--- src/rtl/neuromorphic_xn_array.sv ---
// neuromorphic_xn_array: ROWS x COLS binary-cell crossbar behind an
// EN/R_WB/DI/AD/SEL handshake slave, with configurable write/read latency
// and an in-array MAC op (popcount of DI & one stored column).
// Optional feature macro: NEUROMORPHIC_XN_STATUS_EN turns op 2 into a
// status register {write_count, mac_count}; without it op 2 is reserved.
//
// state  | meaning
// S_IDLE | waiting for EN; captures the request
// S_BUSY | latency countdown; commit happens on the edge leaving this state
// S_ACK  | func_ack high for one cycle, then back to idle
module neuromorphic_xn_array #(
    parameter int ROWS   = 32,
    parameter int COLS   = 32,
    parameter int WR_CYC = 4,
    parameter int RD_CYC = 2
) (
    input  logic        CLKin,
    input  logic        RSTin,
    input  logic        EN,
    input  logic        R_WB,
    input  logic [31:0] DI,
    input  logic [31:0] AD,
    input  logic [3:0]  SEL,
    output logic [31:0] DO,
    output logic        func_ack,
    output logic        busy
);

    localparam int RW = (ROWS > 1) ? $clog2(ROWS) : 1;
    localparam int CW = (COLS > 1) ? $clog2(COLS) : 1;
    localparam int PW = $clog2(ROWS + 1);
    localparam int LW = $clog2(((WR_CYC > RD_CYC) ? WR_CYC : RD_CYC) + 1);

    typedef enum logic [1:0] {
        S_IDLE,
        S_BUSY,
        S_ACK
    } state_t;

    state_t state, state_n;

    logic [LW-1:0]   lat_cnt;
    logic [1:0]      cap_op;
    logic            cap_rwb;
    logic [31:0]     cap_di;
    logic [15:0]     cap_idx;
    logic [3:0]      cap_sel;

    logic [COLS-1:0] mem [ROWS];
    logic [COLS-1:0] wmask;
    logic [PW-1:0]   mac_sum;
    logic [31:0]     rd_val;
    logic [RW-1:0]   row_idx;
    logic [CW-1:0]   col_idx;
    logic            row_ok;
    logic            col_ok;
    logic            commit;
    logic            unused_ad_hi;

    assign unused_ad_hi = ^AD[31:18];

    // Range checks use the full 16-bit index so that out-of-range indices
    // never alias onto a real row/column through the truncated address.
    assign row_idx = cap_idx[RW-1:0];
    assign col_idx = cap_idx[CW-1:0];
    assign row_ok  = ({16'd0, cap_idx} < 32'(ROWS));
    assign col_ok  = ({16'd0, cap_idx} < 32'(COLS));
    assign commit  = (state == S_BUSY) && (lat_cnt == '0);

    // State register
    always_ff @(posedge CLKin or posedge RSTin) begin
        if (RSTin) state <= S_IDLE;
        else       state <= state_n;
    end

    // Next-state and handshake outputs
    always_comb begin
        state_n  = state;
        busy     = 1'b0;
        func_ack = 1'b0;
        case (state)
            S_IDLE: if (EN) state_n = S_BUSY;
            S_BUSY: begin
                busy = 1'b1;
                if (lat_cnt == '0) state_n = S_ACK;
            end
            S_ACK: begin
                busy     = 1'b1;
                func_ack = 1'b1;
                state_n  = S_IDLE;
            end
            default: state_n = S_IDLE;
        endcase
    end

    // Request capture and latency down-counter
    always_ff @(posedge CLKin or posedge RSTin) begin
        if (RSTin) begin
            lat_cnt <= '0;
            cap_op  <= '0;
            cap_rwb <= 1'b0;
            cap_di  <= '0;
            cap_idx <= '0;
            cap_sel <= '0;
        end else if (state == S_IDLE && EN) begin
            cap_op  <= AD[17:16];
            cap_rwb <= R_WB;
            cap_di  <= DI;
            cap_idx <= AD[15:0];
            cap_sel <= SEL;
            // MAC writes are no-ops timed like reads
            lat_cnt <= (!R_WB && AD[17:16] != 2'd1) ? LW'(WR_CYC - 1) : LW'(RD_CYC - 1);
        end else if (state == S_BUSY && lat_cnt != '0) begin
            lat_cnt <= lat_cnt - 1'b1;
        end
    end

    // Byte-lane write mask over the row word
    always_comb begin
        wmask = '0;
        for (int c = 0; c < COLS; c++) wmask[c] = cap_sel[c/8];
    end

    // Column popcount of input spikes against stored cells
    always_comb begin
        mac_sum = '0;
        for (int r = 0; r < ROWS; r++) begin
            if (cap_di[r] && mem[r][col_idx]) mac_sum = mac_sum + PW'(1);
        end
    end

`ifdef NEUROMORPHIC_XN_STATUS_EN
    logic [15:0] write_count;
    logic [15:0] mac_count;

    // Saturating activity counters; any op 2 write clears both
    always_ff @(posedge CLKin or posedge RSTin) begin
        if (RSTin) begin
            write_count <= '0;
            mac_count   <= '0;
        end else if (commit) begin
            if (cap_op == 2'd2 && !cap_rwb) begin
                write_count <= '0;
                mac_count   <= '0;
            end else if (cap_op == 2'd0 && !cap_rwb && write_count != 16'hFFFF) begin
                write_count <= write_count + 16'd1;
            end else if (cap_op == 2'd1 && cap_rwb && mac_count != 16'hFFFF) begin
                mac_count <= mac_count + 16'd1;
            end
        end
    end
`endif

    // Read data selection by op
    always_comb begin
        rd_val = '0;
        case (cap_op)
            2'd0: if (row_ok) rd_val = 32'(mem[row_idx]);
            2'd1: if (col_ok) rd_val = 32'(mac_sum);
`ifdef NEUROMORPHIC_XN_STATUS_EN
            2'd2: rd_val = {write_count, mac_count};
`endif
            default: rd_val = '0;
        endcase
    end

    // Cell array: masked row write at commit
    always_ff @(posedge CLKin or posedge RSTin) begin
        if (RSTin) begin
            for (int r = 0; r < ROWS; r++) mem[r] <= '0;
        end else if (commit && cap_op == 2'd0 && !cap_rwb && row_ok) begin
            mem[row_idx] <= (mem[row_idx] & ~wmask) | (cap_di[COLS-1:0] & wmask);
        end
    end

    // Read data register; only read commits update it
    always_ff @(posedge CLKin or posedge RSTin) begin
        if (RSTin)                DO <= '0;
        else if (commit && cap_rwb) DO <= rd_val;
    end

endmodule

--- config.mk ---
export PLATFORM = sky130hd
export DESIGN_NAME = neuromorphic_xn_array
export DESIGN_NICKNAME = d
export VERILOG_FILES = /design/src/rtl/neuromorphic_xn_array.sv
export SDC_FILE = /design/constraint.sdc
export NUM_CORES = 2
export LEC_CHECK = 0
export ABC_AREA = 1
export CORE_UTILIZATION = 30
export DETAILED_ROUTE_END_ITERATION = 8
export PLACE_DENSITY = 0.56
export SYNTH_ARGS = -nofsm -noshare
export SYNTH_HDL_FRONTEND = slang
export SYNTH_SLANG_ARGS = --single-unit
--- constraint.sdc ---
create_clock -name CLKin -period 38.8 [get_ports CLKin]
set_input_delay 9.7 -clock CLKin [delete_from_list [all_inputs] [get_ports CLKin]]
set_output_delay 9.7 -clock CLKin [all_outputs]
set_load 0.03 [all_outputs]
==> results by group <==
Route
  • Pre-antenna DRT Iters: 7
  • DRC viols: 0
  • Mean number of vias per cell: between 5 and 6
  • Met1 WL: 99800 µm
  • Routed length on met3: 26300 µm
  • Vias: around 57000
  • DR iter-0 viols: 7567
  • WL met2: 105000 µm
  • DRT Wirelength: ~240000 µm
  • Remaining antenna violation count: 0
  • Routed length per placed instance: approximately 24 µm
  • DR top layer: met5

Place
  • Half-perimeter wire length after placement: 163000 µm
  • Port bufs: 91
  • Dpl cells: 10100
  • Gp weighted congestion: 0.985

Hold path
  • Worst hold stages: 2
  • Hold Crit Start: mem[735]
  • HP Class: reg2reg
  • Hold Path Sink: mem[735]

Logic synthesis
  • Post-synth net total: 7912
  • Ys async rst share: 1.00
  • Avg Cell Area, Syn: 7.65 µm²
  • Post-synth cell types: 55
  • FF+latch count, synth: around 1100
  • Mapped Cells: 7803
  • Synth Flop Type: dfrtp_1
  • Register area share after synthesis: 0.468
  • Ys Warns: 0
  • Synth Cell Area: 59700 µm²
  • Post-synth EDFFs: 0

Setup path
  • CP dominant cell by count: nand2_1
  • Startpoint types: register
  • Reg-to-Reg End: DO[5]
  • Worst EP required: 39.46 ns
  • Critical Path Max Stage Delay: 0.68 ns
  • Reg2Reg Depth: between 100 and 150
  • Endpoint class of the critical path: register
  • Critical Path Fanout Max: between 40 and 50
  • Slowest CP cell: dfrtp_4
  • Setup slack, reg-to-reg: 19.45 ns
  • RR Startpoint: cap_idx[1]
  • Critical setup path kind: reg2reg
  • WP data arrival: 20.00 ns

GRT
  • Grt total ovfl: 0
  • Initial antenna violation count: 15
  • Largest net degree at the start of global routing: 143
  • First-pass GRT wire length: 359000 µm
  • Vias in the first global route: around 53000
  • Total GRT Usage: 0.239

Finish
  • Most common cell after layout, fill and taps aside: nand2_1
  • Fillers: approximately 21000
  • Nets@finish: 7703
  • Commonest non-fill, non-tap cells in the layout: 2959 x nand2_1, 1224 x o21ai_0, 1114 x dfrtp_1
  • Layout area overhead: 13.0%
  • Register area: 27900 µm²
  • Layout cell share with drive strength beyond 1: 0.0913
  • Area occupied by multi-input gates: between 20000 and 30000 µm²
  • Non-filler cells, final: 10300

Timing
  • Final Slew Violations: 0
  • Crit path time final: 19.35 ns
  • Unrepaired setup endpoints after global routing: no
  • Final worst-path cycle share: 0.499
  • Worst Skew: 0.0358 ns
  • Setup Viol. Count Final: 0
  • Relative slew slack: 0.0377
  • Least-Margin Pin Slew: about 1.4 ns
  • Hold Violations, Final: 0
  • Fmax: 51.7 MHz
  • Fin Setup TNS: 0 ns

Clocking
  • CTS tree: built
  • CTS Buf Count: 131
  • Root Driver: clkbuf_16
  • Post-CTS Repair Setup Buffers: 0
  • Hold Buf Count CTS: 0
  • Clock-pin slew on the worst setup and hold paths: approximately 0.06 ns
  • Max clock buf depth: 3
  • Clock Latency Late Sink: 0.79 ns
  • Sink Count: 1116
  • Post-CTS Resized: 0
  • H-tree depth: 4

Power
  • Clock power frac: 0.343
  • P_sw: 1.61 mW
  • P_int: roughly 2.1 mW
  • Lkg Pwr: 29.5 nW
  • Sw Ratio: 0.434
  • Seq pwr share: 0.335
  • Combinational power share: 0.321
  • Power per standard cell area: 55.0 nW/µm²
  • Worst-case vdd ir drop: 0.0625 mV

Status
  • Status: finished, final reports clean

Job
  • Max-Cap Viols: 0

Floorplanning
  • Initial Util: 0.302
  • Vert. Die Dim: around 450 µm
  • I/O pins: 106
  • Core area: 197000 µm²
  • Die area: 201000 µm²
  • Die Span X: between 400 and 500 µm
  • Std-Cell Rows: approximately 160
metal layers:
metal / track usage / vias to the layer above
li1: - / 25900
met1: 0.319 / 27600
met2: 0.357 / 2979
met3: 0.0598 / 489
met4: 0.117 / 8
met5: 0 / -
kinds of logic after synthesis:
kind of cell,share of synthesized area
compound gates,0.196
fa+ha+maj,0.00776
buf+inv,0.0638
flops,0.468
mux,0.000189
simple gates,0.264
final cells by class:
cell class	count	share of cell area
multi-input combinational	5746	0.419
clock buffer	192	0.0579
tap	2640	0.0490
clock inverter	39	0.00714
sequential	1116	0.414
inverter	343	0.0197
timing repair buffer	256	0.0328
antenna	2	0.0000742
synthesized netlist by cell type, types with 30 or more instances:
| cell | n | area, µm² |
|---|---|---|
| nand2_1 | 2992 | 11200 |
| o21ai_0 | 1256 | 6290 |
| dfrtp_1 | 1116 | 27900 |
| clkbuf_1 | 436 | 1640 |
| inv_1 | 318 | 1190 |
| nand3_1 | 287 | 1440 |
| o2111ai_1 | 200 | 1750 |
| o22ai_1 | 184 | 1150 |
| a221oi_1 | 113 | 990 |
| nand2_2 | 113 | 707 |
| nor2_1 | 111 | 417 |
| nand4_1 | 90 | 563 |
| buf_1 | 76 | 285 |
| nand3_2 | 68 | 681 |
| buf_2 | 59 | 295 |
| a21oi_1 | 51 | 255 |
| a22o_1 | 40 | 350 |
| ha_1 | 37 | 463 |
| a211oi_1 | 30 | 225 |
how the worst max path moves through the flow:
| stage | start | to |
|---|---|---|
| final | cap_idx[1] | DO[5] |
| after global routing | cap_idx[1] | DO[5] |
| after detailed placement | cap_idx[1] | DO[5] |
| after global placement | cap_idx[1] | DO[5] |
| after CTS | cap_idx[1] | DO[5] |
| after floorplan | RSTin | DO[0] |
worst max-delay path: cells and delay by family, from the launching register on:
family | cells | cell delay (ns)
buffers and inverters | 8 | 2.03
DFF | 1 | 0.68
and+or+nand+nor | 68 | 6.87
AOI/OAI and AO/OA | 4 | 1.04
adders and majority gates | 29 | 8.48
per-stage QoR:
stage               instance area, µm²   util  setup slack [ns]  power, mW  hold WS, ns
finish                           67400  0.342             19.45       3.71        0.481
global route                     67400  0.342             18.39       3.78        0.498
CTS                              67400  0.342             19.74       3.68        0.486
detailed placement               63100  0.319             19.80       2.41        0.472
global placement                 63100  0.319             19.71       2.41        0.462
floorplan                        59700      -             13.70       1.85        0.449
power by group through the flow:
stage	Combinational, mW	Sequential [mW]	Clock (mW)
floorplan	0.613	1.24	0
global placement	1.14	1.26	0
detailed placement	1.15	1.26	0
CTS	1.15	1.24	1.29
global route	1.21	1.25	1.33
finish	1.19	1.24	1.27
state kept, by name (all words and copies together), names as in the netlist:
signal / cells
mem: 1024
DO: 32
cap_di: 32
cap_idx: 16
cap_sel: 4
lat_cnt: 3
cap_op: 2
state: 2
cap_rwb: 1
Power figures use the tool's default switching activity.
